===== config.mk =====
export PLATFORM = sky130hd
export DESIGN_NAME = rd_side_ctrl
export DESIGN_NICKNAME = d
export VERILOG_FILES = /design/src/rtl/fifo_pkg.sv /design/src/rtl/gray2bin_conv.sv /design/src/rtl/rd_side_ctrl.sv
export SDC_FILE = /design/constraint.sdc
export NUM_CORES = 1
export LEC_CHECK = 0
export CORE_ASPECT_RATIO = 0.7
export CORE_MARGIN = 2
export CORE_UTILIZATION = 40
export CTS_CLUSTER_DIAMETER = 30
export DETAILED_ROUTE_END_ITERATION = 16
export PLACE_DENSITY = 0.67
export SETUP_SLACK_MARGIN = 0.15
export SLEW_MARGIN = 25
export SYNTH_ARGS = -nofsm -noshare
export SYNTH_HDL_FRONTEND = slang
export SYNTH_SLANG_ARGS = --single-unit

===== constraint.sdc =====
create_clock -name clk_out -period 3 [get_ports clk_out]
set_input_delay 0.6 -clock clk_out [delete_from_list [all_inputs] [get_ports clk_out]]
set_output_delay 0.6 -clock clk_out [all_outputs]
set_load 0.02 [all_outputs]

===== src/rtl/fifo_pkg.sv =====
// Shared async-FIFO definitions: flush FSM encoding and gray/binary pointer helpers.
package fifo_pkg;

    localparam logic [1:0] ST_RUN        = 2'd0;
    localparam logic [1:0] ST_FLUSH_SKIP = 2'd1;
    localparam logic [1:0] ST_FLUSH_ACK  = 2'd2;

    typedef enum logic [1:0] {
        StRun       = ST_RUN,
        StFlushSkip = ST_FLUSH_SKIP,
        StFlushAck  = ST_FLUSH_ACK
    } flush_state_e;

    localparam int unsigned MaxW = 32;

    function automatic logic [MaxW-1:0] bin2gray(input logic [MaxW-1:0] b);
        return b ^ (b >> 1);
    endfunction

    // Bits at or above width are treated as zero so a stale upper field cannot leak in.
    function automatic logic [MaxW-1:0] gray2bin(input logic [MaxW-1:0] g,
                                                 input int unsigned    width);
        logic [MaxW-1:0] gm;
        logic [MaxW-1:0] b;
        for (int j = 0; j < int'(MaxW); j++) begin
            gm[j] = (j < int'(width)) ? g[j] : 1'b0;
        end
        for (int i = 0; i < int'(MaxW); i++) begin
            b[i] = ^(gm >> i);
        end
        return b;
    endfunction

endpackage


===== src/rtl/gray2bin_conv.sv =====
// Combinational gray-to-binary pointer converter, shared by both FIFO clock domains.
module gray2bin_conv
    import fifo_pkg::*;
#(
    parameter int unsigned width = 8
) (
    input  logic [width-1:0] gray,
    output logic [width-1:0] bin
);

    logic [MaxW-1:0] bin_full;

    always_comb begin
        bin_full = gray2bin(MaxW'(gray), width);
        bin      = bin_full[width-1:0];
    end

endmodule


===== src/rtl/rd_side_ctrl.sv =====
// Read-domain controller of the async FIFO: read pointer, status flags, pop strobes and
// the flush handshake toward the write domain.
module rd_side_ctrl
    import fifo_pkg::*;
#(
    parameter int unsigned depth     = 7,
    parameter int unsigned ae_thresh = 2
) (
    input  logic             clk_out,
    input  logic             reset,
    input  logic [depth:0]   w2rsync_ff2,
    input  logic             syn_flush,
    input  logic             rd_req,
    output logic             mem_rd_en,
    output logic [depth-1:0] raddr,
    output logic             rd_data_valid,
    output logic [depth:0]   rptr,
    output logic             empty,
    output logic             almost_empty,
    output logic [depth:0]   rd_count,
    output logic             flush_ack,
    output logic             busy_flush
);

    localparam int unsigned PtrW = depth + 1;

    flush_state_e    state_q, state_d;
    logic [PtrW-1:0] rbin_q, rbin_d;
    logic [PtrW-1:0] rptr_q, rptr_d;
    logic [PtrW-1:0] cnt_q, cnt_d;
    logic            empty_q, empty_d;
    logic            ae_q, ae_d;
    logic            ack_q, ack_d;
    logic            valid_q;
    logic            syn_flush_q;
    logic [PtrW-1:0] wbin;
    logic [MaxW-1:0] gray_full;
    logic            flush_rise;
    logic            pop;

    gray2bin_conv #(
        .width (PtrW)
    ) u_wptr_conv (
        .gray (w2rsync_ff2),
        .bin  (wbin)
    );

    // A flush edge wins over a pop requested in the same cycle.
    assign flush_rise = syn_flush & ~syn_flush_q;
    assign pop        = rd_req & ~empty_q & (state_q == StRun) & ~flush_rise;

    always_comb begin
        state_d   = state_q;
        ack_d     = ack_q;
        rbin_d    = rbin_q + PtrW'(pop);
        gray_full = bin2gray(MaxW'(rbin_d));
        rptr_d    = gray_full[PtrW-1:0];
        empty_d   = (rptr_d == w2rsync_ff2);
        cnt_d     = wbin - rbin_d;
        ae_d      = (cnt_d <= PtrW'(ae_thresh));

        unique case (state_q)
            StRun: begin
                if (flush_rise) begin
                    state_d = StFlushSkip;
                end
            end
            StFlushSkip: begin
                rbin_d  = wbin;
                rptr_d  = w2rsync_ff2;
                empty_d = 1'b1;
                cnt_d   = '0;
                ae_d    = 1'b1;
                ack_d   = 1'b1;
                state_d = StFlushAck;
            end
            StFlushAck: begin
                // Keep swallowing writes until the write side drops its request.
                rbin_d  = wbin;
                rptr_d  = w2rsync_ff2;
                empty_d = 1'b1;
                cnt_d   = '0;
                ae_d    = 1'b1;
                if (!syn_flush) begin
                    ack_d   = 1'b0;
                    state_d = StRun;
                end
            end
            default: begin
                state_d = StRun;
            end
        endcase
    end

    always_ff @(posedge clk_out or negedge reset) begin
        if (!reset) begin
            state_q     <= StRun;
            rbin_q      <= '0;
            rptr_q      <= '0;
            cnt_q       <= '0;
            empty_q     <= 1'b1;
            ae_q        <= 1'b1;
            ack_q       <= 1'b0;
            valid_q     <= 1'b0;
            syn_flush_q <= 1'b0;
        end else begin
            state_q     <= state_d;
            rbin_q      <= rbin_d;
            rptr_q      <= rptr_d;
            cnt_q       <= cnt_d;
            empty_q     <= empty_d;
            ae_q        <= ae_d;
            ack_q       <= ack_d;
            valid_q     <= pop;
            syn_flush_q <= syn_flush;
        end
    end

    assign mem_rd_en     = pop;
    assign raddr         = rbin_q[depth-1:0];
    assign rd_data_valid = valid_q;
    assign rptr          = rptr_q;
    assign empty         = empty_q;
    assign almost_empty  = ae_q;
    assign rd_count      = cnt_q;
    assign flush_ack     = ack_q;
    assign busy_flush    = (state_q != StRun);

endmodule


Yosys cells after proc, flatten, opt, wreduce, memory -nomap -nowiden:

Cells that the tools add are included.

* register bits after elaboration: 31
* latch bits: 0
* RAM bits: 0
* memory bits (read-only): 0
* input port bits: 12
* logic and storage cells: 49
* memories kept: 0

* add/subtract/negate cells: 2
* multipliers: 0
* div/mod/pow operators: 0
* $lt $le $gt $ge: 1
* equality and inequality tests: 5
* shift operators: 0
* muxes and demuxes: 10
* bitwise gates (word level): 8
* reduce and logical (&&, ||, !) cells: 14

Operators with widths (number)
* 32-bit XOR reduction: 8
* 8-bit two-way mux: 3
* 8-bit by 1-bit adder with 8-bit output: 1
* 8-bit equality test: 1
* 8-bit by 2-bit <= comparator with 1-bit output (second input constant): 1
* 8-bit subtractor: 1
* 8-bit by 7-bit XOR with 8-bit output: 1
* 2-bit one-hot mux with 3 select lines: 1
* 1-bit bitwise AND: 4
* 2-bit two-way mux: 2
* 2-bit != test (second input constant): 2
* 2-bit AND reduction: 2
* 2-bit nonzero test: 2
* 1-bit two-way mux: 3
* 1-bit NOT: 3
* 2-bit by 1-bit equality test with 1-bit output (second input constant): 1
* 2-bit equality test (second input constant): 1
* 2-bit zero test: 1
* 1-bit one-hot mux with 2 select lines: 1
* 2-bit OR reduction: 1

Logic depth before layout (Yosys ltp):

Gate-level depths: netlist of run 1.

* depth in word-level cells: 8
* mapped depth: 15
* mapped depth without buffers: 15

By module:

From an unflattened synthesis of run 1, not the netlist that was laid out.

* cell total of the unflattened synthesis: 208
* area, all modules: 2154.6 um^2

By module, submodules not included
* rd_side_ctrl: instances 1, cells an instance 196, area an instance 1958.1 um^2, sequential area each 778.2 um^2
* gray2bin_conv: instances 1, cells an instance 12, area an instance 196.4 um^2, sequential area each 0.0 um^2

Worst setup path after synthesis of run 1:

No wires, ideal clock.

* path type: flip-flop to flip-flop
* start: register state_q[0]
* end: register ae_q, in the netlist almost_empty
* library setup time: 0.083 ns
* arrival time: 3.332 ns
* slack: -0.415 ns
* cell stages (with the launch flop): 16
* path buffers: 1
* path through: dfrtp_1 inv_1 ha_1 inv_1 a21oi_1 and3b_1 ha_1 xor2_1 inv_1 fa_1 clkbuf_1 a31oi_1 o21ai_0 a211oi_1 mux2i_1 nor3_2

* cells in the longest elaborated chain, start to end: 7
* elaborated cells between the ends (all ways): 10
* classes of those cells: 2 x add/sub; 1 x order compare; 2 x eq/ne; 1 x mux; 2 x bitwise; 2 x reduce/logical

RTL lines
* start, declared: line rd_side_ctrl.sv:27 `flush_state_e state_q, state_d;`
* start signal, assigned: line rd_side_ctrl.sv:97 `state_q <= StRun;`
* start signal, assigned: line rd_side_ctrl.sv:107 `state_q <= state_d;`
* 2-bit zero test: line rd_side_ctrl.sv:50 `assign pop = rd_req & ~empty_q & (state_q == StRun) & ~flush_rise;`
* 1-bit bitwise AND (2 in series): line rd_side_ctrl.sv:50
* named net mem_rd_en: line rd_side_ctrl.sv:14 `output logic mem_rd_en,`
* 8-bit by 1-bit adder with 8-bit output: line rd_side_ctrl.sv:55 `rbin_d = rbin_q + PtrW'(pop);`
* 8-bit subtractor: line rd_side_ctrl.sv:59 `cnt_d = wbin - rbin_d;`
* 8-bit by 2-bit <= comparator with 1-bit output: line rd_side_ctrl.sv:60 `ae_d = (cnt_d <= PtrW'(ae_thresh));`
* 1-bit two-way mux: line rd_side_ctrl.sv:62 `unique case (state_q)`
* named net ae_d: line rd_side_ctrl.sv:32 `logic ae_q, ae_d;`
* end signal, assigned: line rd_side_ctrl.sv:102 `ae_q <= 1'b1;`
* end signal, assigned: line rd_side_ctrl.sv:112 `ae_q <= ae_d;`
* end, declared: line rd_side_ctrl.sv:32

The timed path passes the listed nets, and every way through them passes these cells.
A chain may end at the register's enable or synchronous reset.

Worst setup path in the final report of run 1:

* start: register state_q[0]
* end: register ae_q, in the netlist almost_empty

* cells in the longest elaborated chain, start to end: 7
* elaborated cells between the ends (all ways): 10
* classes of those cells: 2 x add/sub; 1 x order compare; 2 x eq/ne; 1 x mux; 2 x bitwise; 2 x reduce/logical

RTL lines (line)
* 2-bit zero test: rd_side_ctrl.sv:50
* 1-bit bitwise AND (2 in series): rd_side_ctrl.sv:50
* 8-bit by 1-bit adder with 8-bit output: rd_side_ctrl.sv:55
* 8-bit subtractor: rd_side_ctrl.sv:59
* 8-bit by 2-bit <= comparator with 1-bit output: rd_side_ctrl.sv:60
* 1-bit two-way mux *: rd_side_ctrl.sv:62
* named net ae_d: rd_side_ctrl.sv:32

The timed path passes the listed nets; every way through them passes the cells marked *.

==> impl_results.md, run 1 <==
- Status: complete, but fails checks
- Failing checks: negative setup slack
- Clock Sinks: 30
- Peak clock frequency supported by timing: 332 MHz
- Rows: 22
- Total number of vias: 1882
- RSZ-0062 raised after global routing: true
- Sequential area share after synthesis: 35.6%
- Post-DRT Antenna Nets: 0
- Crit path time final: 3020 ps
- Routed len/inst: 13.7 um
- Critical Path RT: 3220 ps
- Post-synth top flop: dfrtp_1
- Syn_nets: 240
- Data arrival, critical path: 3230 ps
- CTS buffer count: 5
- Largest cells by area after synthesis: dfrtp_1 (33%), xnor2_1 (9.9%), ha_1 (6.5%)
- Clock transition at path regs: 70 ps
- CTS max path bufs: 2
- Grt total ovfl: 0
- DRC violations left: 0
- Max-cap violations: 0
- CTS H-tree depth: 2
- GR Util All Layers: 20.0%
- Fillcell total: 448
- Height of the die: 64.8 um
- Worst hold path type: reg2reg
- RD Place Congestion: 0.792
- Power density over cell area: 1320 mW/mm^2
- ANT cells: 0
- Initial antenna violation count: 0
- Largest net degree at the start of global routing: 37
- Worst setup SP type: register
- Via/cell ratio: 4.85
- Clock latency on the worst-skew pair: 290 ps
- Setup crit end kind: register
- Initial DRC Count: 70
- Actual slew at the worst max-slew pin: 515 ps
- Clk_skew: 7.01 ps
- Fin area: 0.00331 mm^2
- Final Hold Fails: 0
- Final net count: 339
- Die footprint: 0.00589 mm^2
- CP Max Fanout: 3
- Area Growth Syn to Fin: 56.5%
- DRT Wirelength: 5310 um
- Worst VDD drop: 0.648 mV
- Number of warnings issued by yosys: 0
- Die W: 90.9 um
- TritonCTS clock tree: yes
- PortBufs: 40
- Final setup violating endpoints: 1
- Setup WS post-layout: -16.6 ps
- Placed Area: 0.00304 mm^2
- Core Area: 0.00517 mm^2
- Average size of a mapped cell: 9.79 um^2
- Final-report max-slew violation count: 0
- Pre-Repair DR Iteration Count: 5
- Fin crit share: 101%
- Post-synth top area share: 33.1%
- Synth async-reset ratio: 100%
- #FFs+latches synth: 30
- # IOs: 41
- Kind of critical path: reg2reg
- Starting Density: 40.9%
- Layout cell share with drive strength beyond 1: 36.4%
- Leakage power: 1.45 nW
- Synth Instances: 216
- Total power: 4.38 mW
- Post-synth EDFFs: 0
- Vias in the first global route: 1906
- Worst rel slew slack: 65.7%
- Synth Cell Area: 0.00211 mm^2
- First-pass GRT wire length: 9090 um
- Yosys top cell by area: dfrtp_1
- Root Driver: clkbuf_8
- Netlist cell types: 45
- Hpwl dp: 3890 um
[sequential cells by signal, indices dropped and copies added, names as in the netlist]
signal         count
rd_data_valid      1
rptr               7
almost_empty       1
rbin_q             8
state_q            2
rd_count           8
syn_flush_q        1
flush_ack          1
empty              1
[worst max-delay path, stage by stage, from the launching register on]
cell	delay (ps)
dfrtp_1	390
inv_2	80
ha_4	130
inv_4	40
a21oi_4	100
and3b_2	270
ha_4	200
xor2_4	170
inv_2	70
buf_6	120
fa_2	410
a31oi_4	210
o21ai_2	80
a211oi_2	280
mux2i_2	320
nor3_2	60
[final cells by class]
class / count / area [um^2] / share of cell area (%)
multi-input combinational: 165 / 1460 / 44.2
clock buffer: 7 / 86.3 / 2.61
inverter: 12 / 47.5 / 1.44
timing repair buffer: 101 / 865 / 26.1
tap: 72 / 90.1 / 2.72
clock inverter: 1 / 5.00 / 0.151
sequential: 30 / 753 / 22.8
[kinds of logic after synthesis]
logic type                 Yosys count  synth area share [%]
AOI/OAI and AO/OA                   39                  11.9
muxes                               15                  7.28
DFF                                 30                  35.6
adders and majority gates           12                  7.46
xor gates and xnor gates            40                  20.1
buffers and inverters               21                  5.15
and+or+nand+nor                     59                  12.5
[timing repair]
action,in CTS,in global routing
hold buffers,0,0
gates resized for setup,35,6
setup endpoints to repair,7,7
pin swaps,18,7
buffers inserted,10,3
[power breakdown]
part	total [mW]	switching, mW	internal [mW]
Sequential	0.783	0.165	0.617
Combinational	3.26	1.59	1.67
Clock	0.339	0.155	0.185
[through the flow]
stage                     hold slack [ps]  setup TNS (ps)  instances  worst slack (ps)  util, %
after floorplan                       304            -168        216              -102        -
after global placement                492           -2930        367              -604     58.8
after detailed placement              505           -3200        367              -625     58.8
after CTS                             522               0        385              17.9     62.6
after global routing                  545            -319        388              -147     64.0
final                                 519           -16.6        388             -16.6     64.0
[cells in the mapped netlist, drive strengths merged (2+ instances only)]
| cell type | instances |
|---|---|
| xor2 | 12 |
| nor3 | 3 |
| clkbuf | 5 |
| o21ai | 17 |
| xnor3 | 2 |
| o22ai | 2 |
| nand2 | 26 |
| ha | 11 |
| buf | 3 |
| inv | 12 |
| nor2 | 14 |
| a31oi | 2 |
| nand2b | 5 |
| xnor2 | 26 |
| mux2i | 12 |
| mux2 | 3 |
| dfrtp | 28 |
| a21oi | 8 |
| a211oi | 2 |
| nand3 | 6 |
| dfstp | 2 |
[final timing paths]
check / startpoint / end / slack, ps / cells after the start
min reg2reg: flush_ack$_DFFE_PN0P_ / flush_ack$_DFFE_PN0P_ / 520 / 2
min in group asynchronous: reset / syn_flush_q$_DFF_PN0_ / 690 / 2
max reg2reg: state_q[0]$_DFFE_PN0P_ / almost_empty$_DFF_PN1_ / -20 / 15
max: state_q[0]$_DFFE_PN0P_ / almost_empty$_DFF_PN1_ / -20 / 15
min: flush_ack$_DFFE_PN0P_ / flush_ack$_DFFE_PN0P_ / 520 / 2
max in group asynchronous: reset / almost_empty$_DFF_PN1_ / 1980 / 2
[metal layers]
layer | global-route usage (%) | vias up | wire (um)
li1 | - | 921 | -
met1 | 27.4 | 915 | 2630
met2 | 32.4 | 38 | 2400
met3 | 3.14 | 8 | 192
met4 | 7.58 | 0 | 82
met5 | 0 | - | 0
[placed cells by master, fill, tap and decap left out, types with 3 or more instances in the layout]
| cell | instances |
|---|---|
| buf_4 | 59 |
| clkdlybuf4s50_1 | 32 |
| dfrtp_1 | 28 |
| nand2_1 | 26 |
| xnor2_1 | 21 |
| nor2_1 | 14 |
| mux2i_1 | 11 |
| o21ai_1 | 9 |
| xor2_1 | 7 |
| inv_1 | 6 |
| a21oi_1 | 6 |
| o21ai_0 | 6 |
| ha_1 | 6 |
| clkbuf_8 | 6 |
| inv_2 | 5 |
| nand3_1 | 5 |
| nand2b_1 | 5 |
| ha_4 | 4 |
| buf_6 | 4 |
| xor2_2 | 3 |
| mux2_2 | 3 |
| xnor2_2 | 3 |
| dlygate4sd2_1 | 3 |
Note: power is estimated with default switching activity, not from simulation.
==> run 2, diff against run 1 <==
- ABC_AREA: default -> 0
==> results of run 2 <==
Same layout as run 1: the final DEF is identical, and so are final timing and power.
